===== src/rtl/uart_tx_arbiter_if.sv =====
// Byte-stream bundle between the requesters, the arbiter and the UART TX path.
// The master side is the requester/UART environment; the slave side is the arbiter.
interface uart_tx_arbiter_if #(
  parameter int REQUESTERS = 4
);
  logic [REQUESTERS-1:0]   req_valid;
  logic [8*REQUESTERS-1:0] req_data;
  logic [REQUESTERS-1:0]   req_last;
  logic [REQUESTERS-1:0]   req_ready;
  logic                    tx_valid;
  logic [7:0]              tx_data;
  logic                    tx_ready;

  modport master (
    output req_valid, req_data, req_last, tx_ready,
    input  req_ready, tx_valid, tx_data
  );

  modport slave (
    input  req_valid, req_data, req_last, tx_ready,
    output req_ready, tx_valid, tx_data
  );
endinterface


===== src/rtl/uart_tx_arbiter.sv =====
// Round-robin arbiter sharing one UART TX byte interface between several
// byte streams. The owner keeps the transmitter until packet end, a burst
// limit or an idle timeout, so packets never interleave on the serial line.
module uart_tx_arbiter #(
  parameter  int REQUESTERS   = 4,
  parameter  int MAX_BURST    = 16,
  parameter  int IDLE_TIMEOUT = 255,
  localparam int OW           = $clog2(REQUESTERS)
) (
  input  logic                  clk,
  input  logic                  rst,
  input  logic                  enable,
  uart_tx_arbiter_if.slave      bus,
  output logic [REQUESTERS-1:0] grant,
  output logic [OW-1:0]         owner,
  output logic                  busy
);

  typedef enum logic {
    IDLE,
    TRANSFER
  } state_t;

  state_t          state;
  logic [OW-1:0]   last_owner;
  logic [7:0]      burst_cnt;
  logic [7:0]      idle_cnt;

  logic [OW-1:0]   next_owner;
  logic            any_req;
  logic            own_valid;
  logic            own_last;
  logic [7:0]      own_data;
  logic            xfer;
  logic            burst_end;
  logic            timeout;

  // Round-robin pick: first valid requester after the last owner, wrapping.
  always_comb begin
    // NOTE: every variable gets a default first so no path leaves it unassigned, which would infer a latch.
    next_owner = '0;
    any_req    = 1'b0;
    for (int i = 1; i <= REQUESTERS; i++) begin
      if (!any_req && bus.req_valid[(int'(last_owner) + i) % REQUESTERS]) begin
        any_req    = 1'b1;
        next_owner = OW'((int'(last_owner) + i) % REQUESTERS);
      end
    end
  end

  // Owner's stream and the release conditions evaluated this cycle.
  always_comb begin
    own_valid = bus.req_valid[owner];
    own_last  = bus.req_last[owner];
    own_data  = bus.req_data[{owner, 3'b000} +: 8];
    xfer      = (state == TRANSFER) && own_valid && bus.tx_ready;
    burst_end = (burst_cnt + 8'd1) == 8'(MAX_BURST);
    timeout   = !own_valid && (idle_cnt == 8'(IDLE_TIMEOUT));
  end

  // Combinational passthrough of the owner's stream while in TRANSFER; quiet in IDLE.
  always_comb begin
    bus.tx_valid  = 1'b0;
    bus.tx_data   = '0;
    bus.req_ready = '0;
    if (state == TRANSFER) begin
      bus.tx_valid         = own_valid;
      bus.tx_data          = own_data;
      bus.req_ready[owner] = bus.tx_ready;
    end
  end

  // Grant FSM: arbitrate in IDLE, hold the owner in TRANSFER until a release condition.
  always_ff @(posedge clk) begin
    // NOTE: sequential state uses non-blocking assignments so every register samples pre-edge values.
    if (rst) begin
      state      <= IDLE;
      grant      <= '0;
      busy       <= 1'b0;
      owner      <= '0;
      last_owner <= OW'(REQUESTERS - 1);
      burst_cnt  <= '0;
      idle_cnt   <= '0;
    end else begin
      case (state)
        IDLE: begin
          if (enable && any_req) begin
            state     <= TRANSFER;
            owner     <= next_owner;
            grant     <= {{(REQUESTERS-1){1'b0}}, 1'b1} << next_owner;
            busy      <= 1'b1;
            burst_cnt <= '0;
            idle_cnt  <= '0;
          end
        end
        TRANSFER: begin
          if (xfer) begin
            // A byte moving wins over an expiring idle counter.
            burst_cnt <= burst_cnt + 8'd1;
            idle_cnt  <= '0;
            if (own_last || burst_end) begin
              state      <= IDLE;
              grant      <= '0;
              busy       <= 1'b0;
              last_owner <= owner;
            end
          end else if (!own_valid) begin
            if (timeout) begin
              state      <= IDLE;
              grant      <= '0;
              busy       <= 1'b0;
              last_owner <= owner;
            end else begin
              idle_cnt <= idle_cnt + 8'd1;
            end
          end else begin
            // Owner is presenting a byte but the UART is stalled: not idle.
            idle_cnt <= '0;
          end
        end
        default: state <= IDLE;
      endcase
    end
  end

endmodule

===== src/flat_wrapper.sv =====
// flat-port wrapper written by rule: the top's interface ports become plain ports
module uart_tx_arbiter_flat 
#(
  parameter  int REQUESTERS   = 4,
  parameter  int MAX_BURST    = 16,
  parameter  int IDLE_TIMEOUT = 255,
  localparam int OW           = $clog2(REQUESTERS)
)
  (clk, rst, enable, grant, owner, busy, bus_req_valid, bus_req_data, bus_req_last, bus_tx_ready, bus_req_ready, bus_tx_valid, bus_tx_data);
  uart_tx_arbiter_if #(.REQUESTERS(REQUESTERS)) bus_i ();
  input  logic clk;
  input  logic rst;
  input  logic enable;
  output logic [REQUESTERS-1:0] grant;
  output logic [OW-1:0] owner;
  output logic busy;
  input wire logic [$bits(bus_i.req_valid)-1:0] bus_req_valid;
  input wire logic [$bits(bus_i.req_data)-1:0] bus_req_data;
  input wire logic [$bits(bus_i.req_last)-1:0] bus_req_last;
  input wire logic [$bits(bus_i.tx_ready)-1:0] bus_tx_ready;
  output wire logic [$bits(bus_i.req_ready)-1:0] bus_req_ready;
  output wire logic [$bits(bus_i.tx_valid)-1:0] bus_tx_valid;
  output wire logic [$bits(bus_i.tx_data)-1:0] bus_tx_data;
  assign bus_i.req_valid = bus_req_valid;
  assign bus_i.req_data = bus_req_data;
  assign bus_i.req_last = bus_req_last;
  assign bus_i.tx_ready = bus_tx_ready;
  assign bus_req_ready = bus_i.req_ready;
  assign bus_tx_valid = bus_i.tx_valid;
  assign bus_tx_data = bus_i.tx_data;
  uart_tx_arbiter #(.REQUESTERS(REQUESTERS), .MAX_BURST(MAX_BURST), .IDLE_TIMEOUT(IDLE_TIMEOUT)) u_core (.clk(clk), .rst(rst), .enable(enable), .bus(bus_i), .grant(grant), .owner(owner), .busy(busy));
endmodule

===== config.mk =====
export PLATFORM = sky130hd
export DESIGN_NAME = uart_tx_arbiter_flat
export DESIGN_NICKNAME = d
export VERILOG_FILES = /design/src/rtl/uart_tx_arbiter_if.sv /design/src/rtl/uart_tx_arbiter.sv /design/src/flat_wrapper.sv
export SDC_FILE = /design/constraint.sdc
export NUM_CORES = 1
export LEC_CHECK = 0
export ABC_AREA = 1
export CAP_MARGIN = 15
export CORE_ASPECT_RATIO = 0.7
export CORE_UTILIZATION = 40
export CTS_CLUSTER_SIZE = 12
export DETAILED_ROUTE_END_ITERATION = 6
export PLACE_DENSITY = 0.74
export SLEW_MARGIN = 15
export SYNTH_ARGS = -nofsm -noshare
export SYNTH_HDL_FRONTEND = slang
export SYNTH_SLANG_ARGS = --single-unit

===== constraint.sdc =====
create_clock -name clk -period 1.4 [get_ports clk]
set_clock_uncertainty 0.05 [all_clocks]
set_input_delay 0.28 -clock clk [delete_from_list [all_inputs] [get_ports clk]]
set_output_delay 0.28 -clock clk [all_outputs]
set_load 0.005 [all_outputs]

Word-level counts from Yosys, hierarchy flattened
Cells that the tools add are included.

cells by class
  add/sub/neg operators = 6
  $lt $le $gt $ge = 6
  equal/unequal tests = 10
  shifts and indexed selects = 2
  mux-type cells = 58
  bitwise gates (word level) = 6
  reductions and logical operators = 23

operators by type and width
  cell                 count
  $mux 8               6
  $pmux 8 s2           2
  $shiftx 32x6->8      1
  $mux 1               26
  $mux 4               6
  $add 8x1->8 const B  2
  $lt 3x4->1 const B   4
  $mux 2               8
  $bmux 1 s2           6
  $ne 3x3->1 const B   3
  $eq 8x5->1 const B   1
  $eq 8x8->1 const B   1
  $logic_and 1x1->1    8
  $pmux 4 s2           1
  $reduce_and 4->1     2
  $reduce_or 2->1      4
  $ne 2x2->1 const B   3
  $reduce_and 2->1     3
  $add 2x1->2 const B  2
  $add 2x2->2 const B  2
  $and 1x1->1 const A  4
  $and 4x4->4          1
  $logic_not 1->1      4
  $ne 4x4->1 const B   1
  9 further kinds      10

storage, ports and cells
  register bits after elaboration = 26
  input bits = 44
  output and inout port bits = 20

Depth between registers and ports, before layout
  depth after elaboration = 19
  mapped depth = 14

Worst setup path after synthesis
No wires, ideal clock.

  path type = register to register
  from = reg u_core.owner[0]
  to = reg u_core.busy
  library setup time = 0.070 ns
  arrival time = 1.447 ns
  slack = -0.167 ns
  stages on the path, launching flop included = 11
  buffers on the path = 1
  clock period less this slack = 1.567 ns
  cells stage by stage = dfxtp_1 buf_6 nor2_2 a21oi_2 nand2_2 nand2_2 nor2_2 nand2_2 nand3_2 nand2_1 a21oi_1

between the ends
  word-level cells in the longest chain between the ends = 6
  elaborated cells on any way between the ends = 15
  those cells by class = eq/ne (3); mux (6); reduce/logical (6)

ends and longest elaborated chain
  element                                                   RTL line                                      RTL
  from (decl)                                               uart_tx_arbiter.sv:15                         output logic [OW-1:0] owner,
  from (signal assigned)                                    uart_tx_arbiter.sv:89                         owner <= next_owner;
  $bmux 1 s2                                                uart_tx_arbiter.sv:53                         own_valid = bus.req_valid[owner];
  $mux 1 (not written as such)                              uart_tx_arbiter.sv:53
  $logic_and 1x1->1 or $logic_not 1->1 (tied branches)      uart_tx_arbiter.sv:56, uart_tx_arbiter.sv:58
  $logic_and 1x1->1 (on tied branches)                      uart_tx_arbiter.sv:56, uart_tx_arbiter.sv:58
  $ne 3x3->1 (no line) or $mux 1 (tied branches)            -
  $reduce_and 4->1 (no line) or $pmux 1 s2 (tied branches)  -
  to (signal assigned)                                      uart_tx_arbiter.sv:79                         busy <= 1'b0;
  to (signal assigned)                                      uart_tx_arbiter.sv:91                         busy <= 1'b1;
  to (signal assigned)                                      uart_tx_arbiter.sv:104                        busy <= 1'b0;
  to (decl)                                                 uart_tx_arbiter.sv:16                         output logic busy

Parallel ways exist; a longest one is shown, timed or not. The select of a mux whose other input is x is not followed.
A chain may end at the register's enable or synchronous reset.

Worst setup path after layout
  from = reg u_core.owner[1]
  to = reg u_core.busy

The elaborated chain is that of the path after synthesis.

==> metrics.md <==
| Metric | Value |
|---|---|
| Final WS setup | `-409.6 ps` |
| Synthesized area per cell | `6.139 um2` |
| Vias in the first global route | `2392` |
| Commonest cells after routing, fill and taps aside | `67 x nand2_1, 50 x buf_4, 38 x clkdlybuf4s50_1` |
| Worst hold start | `u_core.grant[1]$_SDFFE_PP0P_` |
| Clock latency on the worst-skew pair | `280 ps` |
| Final hold violations | `0` |
| Crit. End Element | `register` |
| Reg2Reg Capture Point | `u_core.busy$_SDFFE_PP0P_` |
| Worst path depth | `12` |
| Die W | `84.31 um` |
| Drt total wl | `7.692 mm` |
| Failing checks | `DRC, setup timing` |
| RSZ-0062 raised after global routing | `true` |
| Critical Path RT | `1550 ps` |
| Layout cells sized above 1 | `47.70%` |
| Global Route Usage Sum | `27.33%` |
| Filler cells | `265` |
| NumNets Final | `481` |
| Fmax | `552.6 MHz` |
| Largest net degree at the start of global routing | `16` |
| Starting Density | `42.58%` |
| Slew headroom | `73.48%` |
| Slew of the pin with the lowest slew margin | `397.3 ps` |
| Critical path peak fanout | `5` |
| Via count | `2643` |
| Flop-to-flop setup slack | `-410 ps` |
| Die area | `0.005026 mm2` |
| Max Slew Vio Count | `0` |
| DR pass1 iterations | `7` |
| Dpl ws | `-742.8 ps` |
| P&R area growth vs syn | `91.16%` |
| Antenna violations before repair | `0` |
| CTS buffer count | `3` |
| Commonest non-fill, non-tap cell in the layout | `nand2_1` |
| CTS sink cnt | `26` |
| Antenna-violating nets left | `0` |
| Startpoint Class | `register` |
| Hold EP | `u_core.grant[1]$_SDFFE_PP0P_` |
| Num ports | `64` |
| Pleak | `1.575 nW` |
| FF-to-FF Start | `u_core.owner[1]$_SDFFE_PP0P_` |
| Hold Crit Class | `register to register` |
| Cells after Synth | `309` |
| Grt ovf | `0` |
| Warnings from Yosys | `0` |
| WP buf/inv | `3` |
| Max VDD drop | `0.5972 mV` |
| CTS clock-pin slew for the worst setup and hold paths | `100 ps` |
| Worst-path cell chain | `inv_4 > nor2_4 > buf_6 > a21oi_4 > nand2_2 > buf_6 > nand2_8 > nor2_4 > nand2_4 > nand3_4 > nand2_1 > a21oi_1` |
| CTS max path bufs | `2` |
| Max H-tree Level | `1` |
| Mapped Nets | `355` |
| Clock root cell | `clkbuf_8` |
| # Max-Cap Violations | `0` |
| WP data arrival | `1960 ps` |
| N_diodes | `0` |
| Mapped cell area | `0.001897 mm2` |
| Buffers on Ports | `63` |
| Min Tclk post-route | `1810 ps` |
| Post-synthesis sequential area ratio | `27.44%` |
| Routability cong. | `0.8505` |
| CTS tree | `yes` |
| Pwr/cell area | `680.0 mW/mm2` |
| Rows | `20` |
| Drt initial violations | `161` |
| WL per Instance | `15.73 um` |
| Flops & latches, synth | `26` |
| Detail Placement HPWL | `4.742 mm` |
| Worst path slowest cell | `dfxtp_4` |
| WHS Path Cells | `2` |
| DR DRC count | `1` |
| Die height | `59.62 um` |
| Distinct cells, synth | `33` |
| Worst r2r path cells | `12` |
| CP top delay family | `simple AND/OR/NAND/NOR gates` |
| First-pass GRT wire length | `10.96 mm` |
| Final Setup Violations | `39` |
| CP Class | `register to register` |
| Period utilisation layout | `129.3%` |
| Hold_ws | `421.8 ps` |
| Status | `finished with violations` |
| Slowest Stage Delay on Critical Path | `420 ps` |
| Vias per std cell | `5.405` |
| Core box area | `0.004454 mm2` |
[synth_stat cells]
| cell type | number | area (um2) |
|---|---|---|
| nand2_1 | 101 | 379.1 |
| dfxtp_1 | 26 | 520.5 |
| or2_2 | 1 | 6.260 |
| buf_4 | 1 | 7.510 |
| a31oi_1 | 1 | 6.260 |
| a22oi_1 | 16 | 120.1 |
| ha_1 | 2 | 25.02 |
| clkbuf_1 | 4 | 15.01 |
| nand2_2 | 8 | 50.05 |
| buf_2 | 1 | 5.000 |
| clkinv_1 | 1 | 3.750 |
| nand3_1 | 21 | 105.1 |
| nand3_2 | 2 | 20.02 |
| inv_1 | 27 | 101.4 |
| nor2_4 | 1 | 11.26 |
| or2_1 | 1 | 6.260 |
| nand3_4 | 1 | 17.52 |
| nand3b_1 | 2 | 15.01 |
| inv_2 | 5 | 18.77 |
| a21oi_2 | 2 | 17.52 |
| buf_6 | 1 | 11.26 |
| a211oi_1 | 1 | 7.510 |
| o21ai_0 | 4 | 20.02 |
| a21oi_1 | 31 | 155.2 |
| xor2_1 | 2 | 17.52 |
| nor4_1 | 1 | 6.260 |
| nor2_1 | 21 | 78.83 |
| inv_4 | 1 | 6.260 |
| nand4_1 | 13 | 81.33 |
| nor3_1 | 5 | 25.02 |
| nand2_4 | 1 | 11.26 |
| nor2_2 | 3 | 18.77 |
| nor2b_1 | 1 | 6.260 |
[flip-flops by register name, summed over array words and instances, names as in the netlist]
signal             cells
u_core.burst_cnt       8
u_core.idle_cnt        8
u_core.grant           4
u_core.last_owner      2
u_core.owner           2
u_core.busy            1
u_core.state           1
[cell families (layout without fill, tap and decap cells)]
logic type | Yosys count | count (layout) | share of synthesized area [%]
xor gates and xnor gates | 2 | 2 | 0.9237
and+or+nand+nor | 183 | 183 | 44.20
buffers and inverters | 41 | 166 | 8.905
DFF | 26 | 26 | 27.44
AOI/OAI and AO/OA | 55 | 55 | 17.22
adders and majority gates | 2 | 2 | 1.319
[layer usage]
metal  vias to the layer above  part of all wire (%)  track usage (%)
met5                         -                     0                0
met4                         0                   1.6            5.911
met3                        16                   3.7            4.318
met2                        78                    52            48.71
met1                      1267                    42            35.51
li1                       1282                     -                -
[per-stage QoR]
stage               power [mW]  area, um2  std cells  util, %  TNS (ps)
finish                   2.466       3626        489    81.40    -11140
detailed placement       1.595       2989        468    67.11    -23100
floorplan                1.149       1948        309        -     -1810
global route             2.562       3626        489    81.40    -14440
global placement         1.583       2989        468    67.11    -21220
CTS                      2.337       3323        483    74.61     -9452
[power breakdown]
group / internal, mW / switching, mW
logic: 0.511 / 0.521
clock network: 0.383 / 0.246
registers: 0.765 / 0.0399
total: 1.66 / 0.807
[worst reg2reg max path, cell delays in order (launching register included)]
cell     delay [ps]
dfxtp_4         420
inv_4            60
nor2_4          130
buf_6           120
a21oi_4          40
nand2_2         100
buf_6           150
nand2_8          80
nor2_4          140
nand2_4          90
nand3_4         110
nand2_1          70
a21oi_1         170
[layout make-up]
| class | instances | area, um2 | share of cell area, % |
|---|---|---|---|
| Timing Repair Buffer | 128 | 1115 | 30.75 |
| Tap cell | 55 | 68.82 | 1.898 |
| Clock inverter | 1 | 30.03 | 0.8282 |
| Sequential cell | 26 | 551.8 | 15.22 |
| Inverter | 34 | 158.9 | 4.382 |
| Multi-Input combinational cell | 242 | 1660 | 45.79 |
| Clock buffer | 3 | 41.29 | 1.139 |
[what timing repair did]
item,4_1_cts,5_1_grt
setup endpoints to repair,46,41
pin swaps,36,41
setup buffers,12,6
hold buffers,0,0
gates resized for setup,140,71
[worst max-delay path by stage]
| stage | startpoint | endpoint |
|---|---|---|
| after floorplan | u_core.last_owner[0]$_SDFFE_PP1P_ | u_core.idle_cnt[7]$_SDFFE_PP0P_ |
| after global placement | bus_req_valid[1] | bus_tx_valid |
| after detailed placement | bus_req_valid[1] | u_core.owner[1]$_SDFFE_PP0P_ |
| after CTS | u_core.owner[1]$_SDFFE_PP0P_ | bus_tx_valid |
| after global routing | u_core.owner[0]$_SDFFE_PP0P_ | u_core.busy$_SDFFE_PP0P_ |
| final | u_core.owner[1]$_SDFFE_PP0P_ | u_core.busy$_SDFFE_PP0P_ |
(Power assumes the default switching activity.)
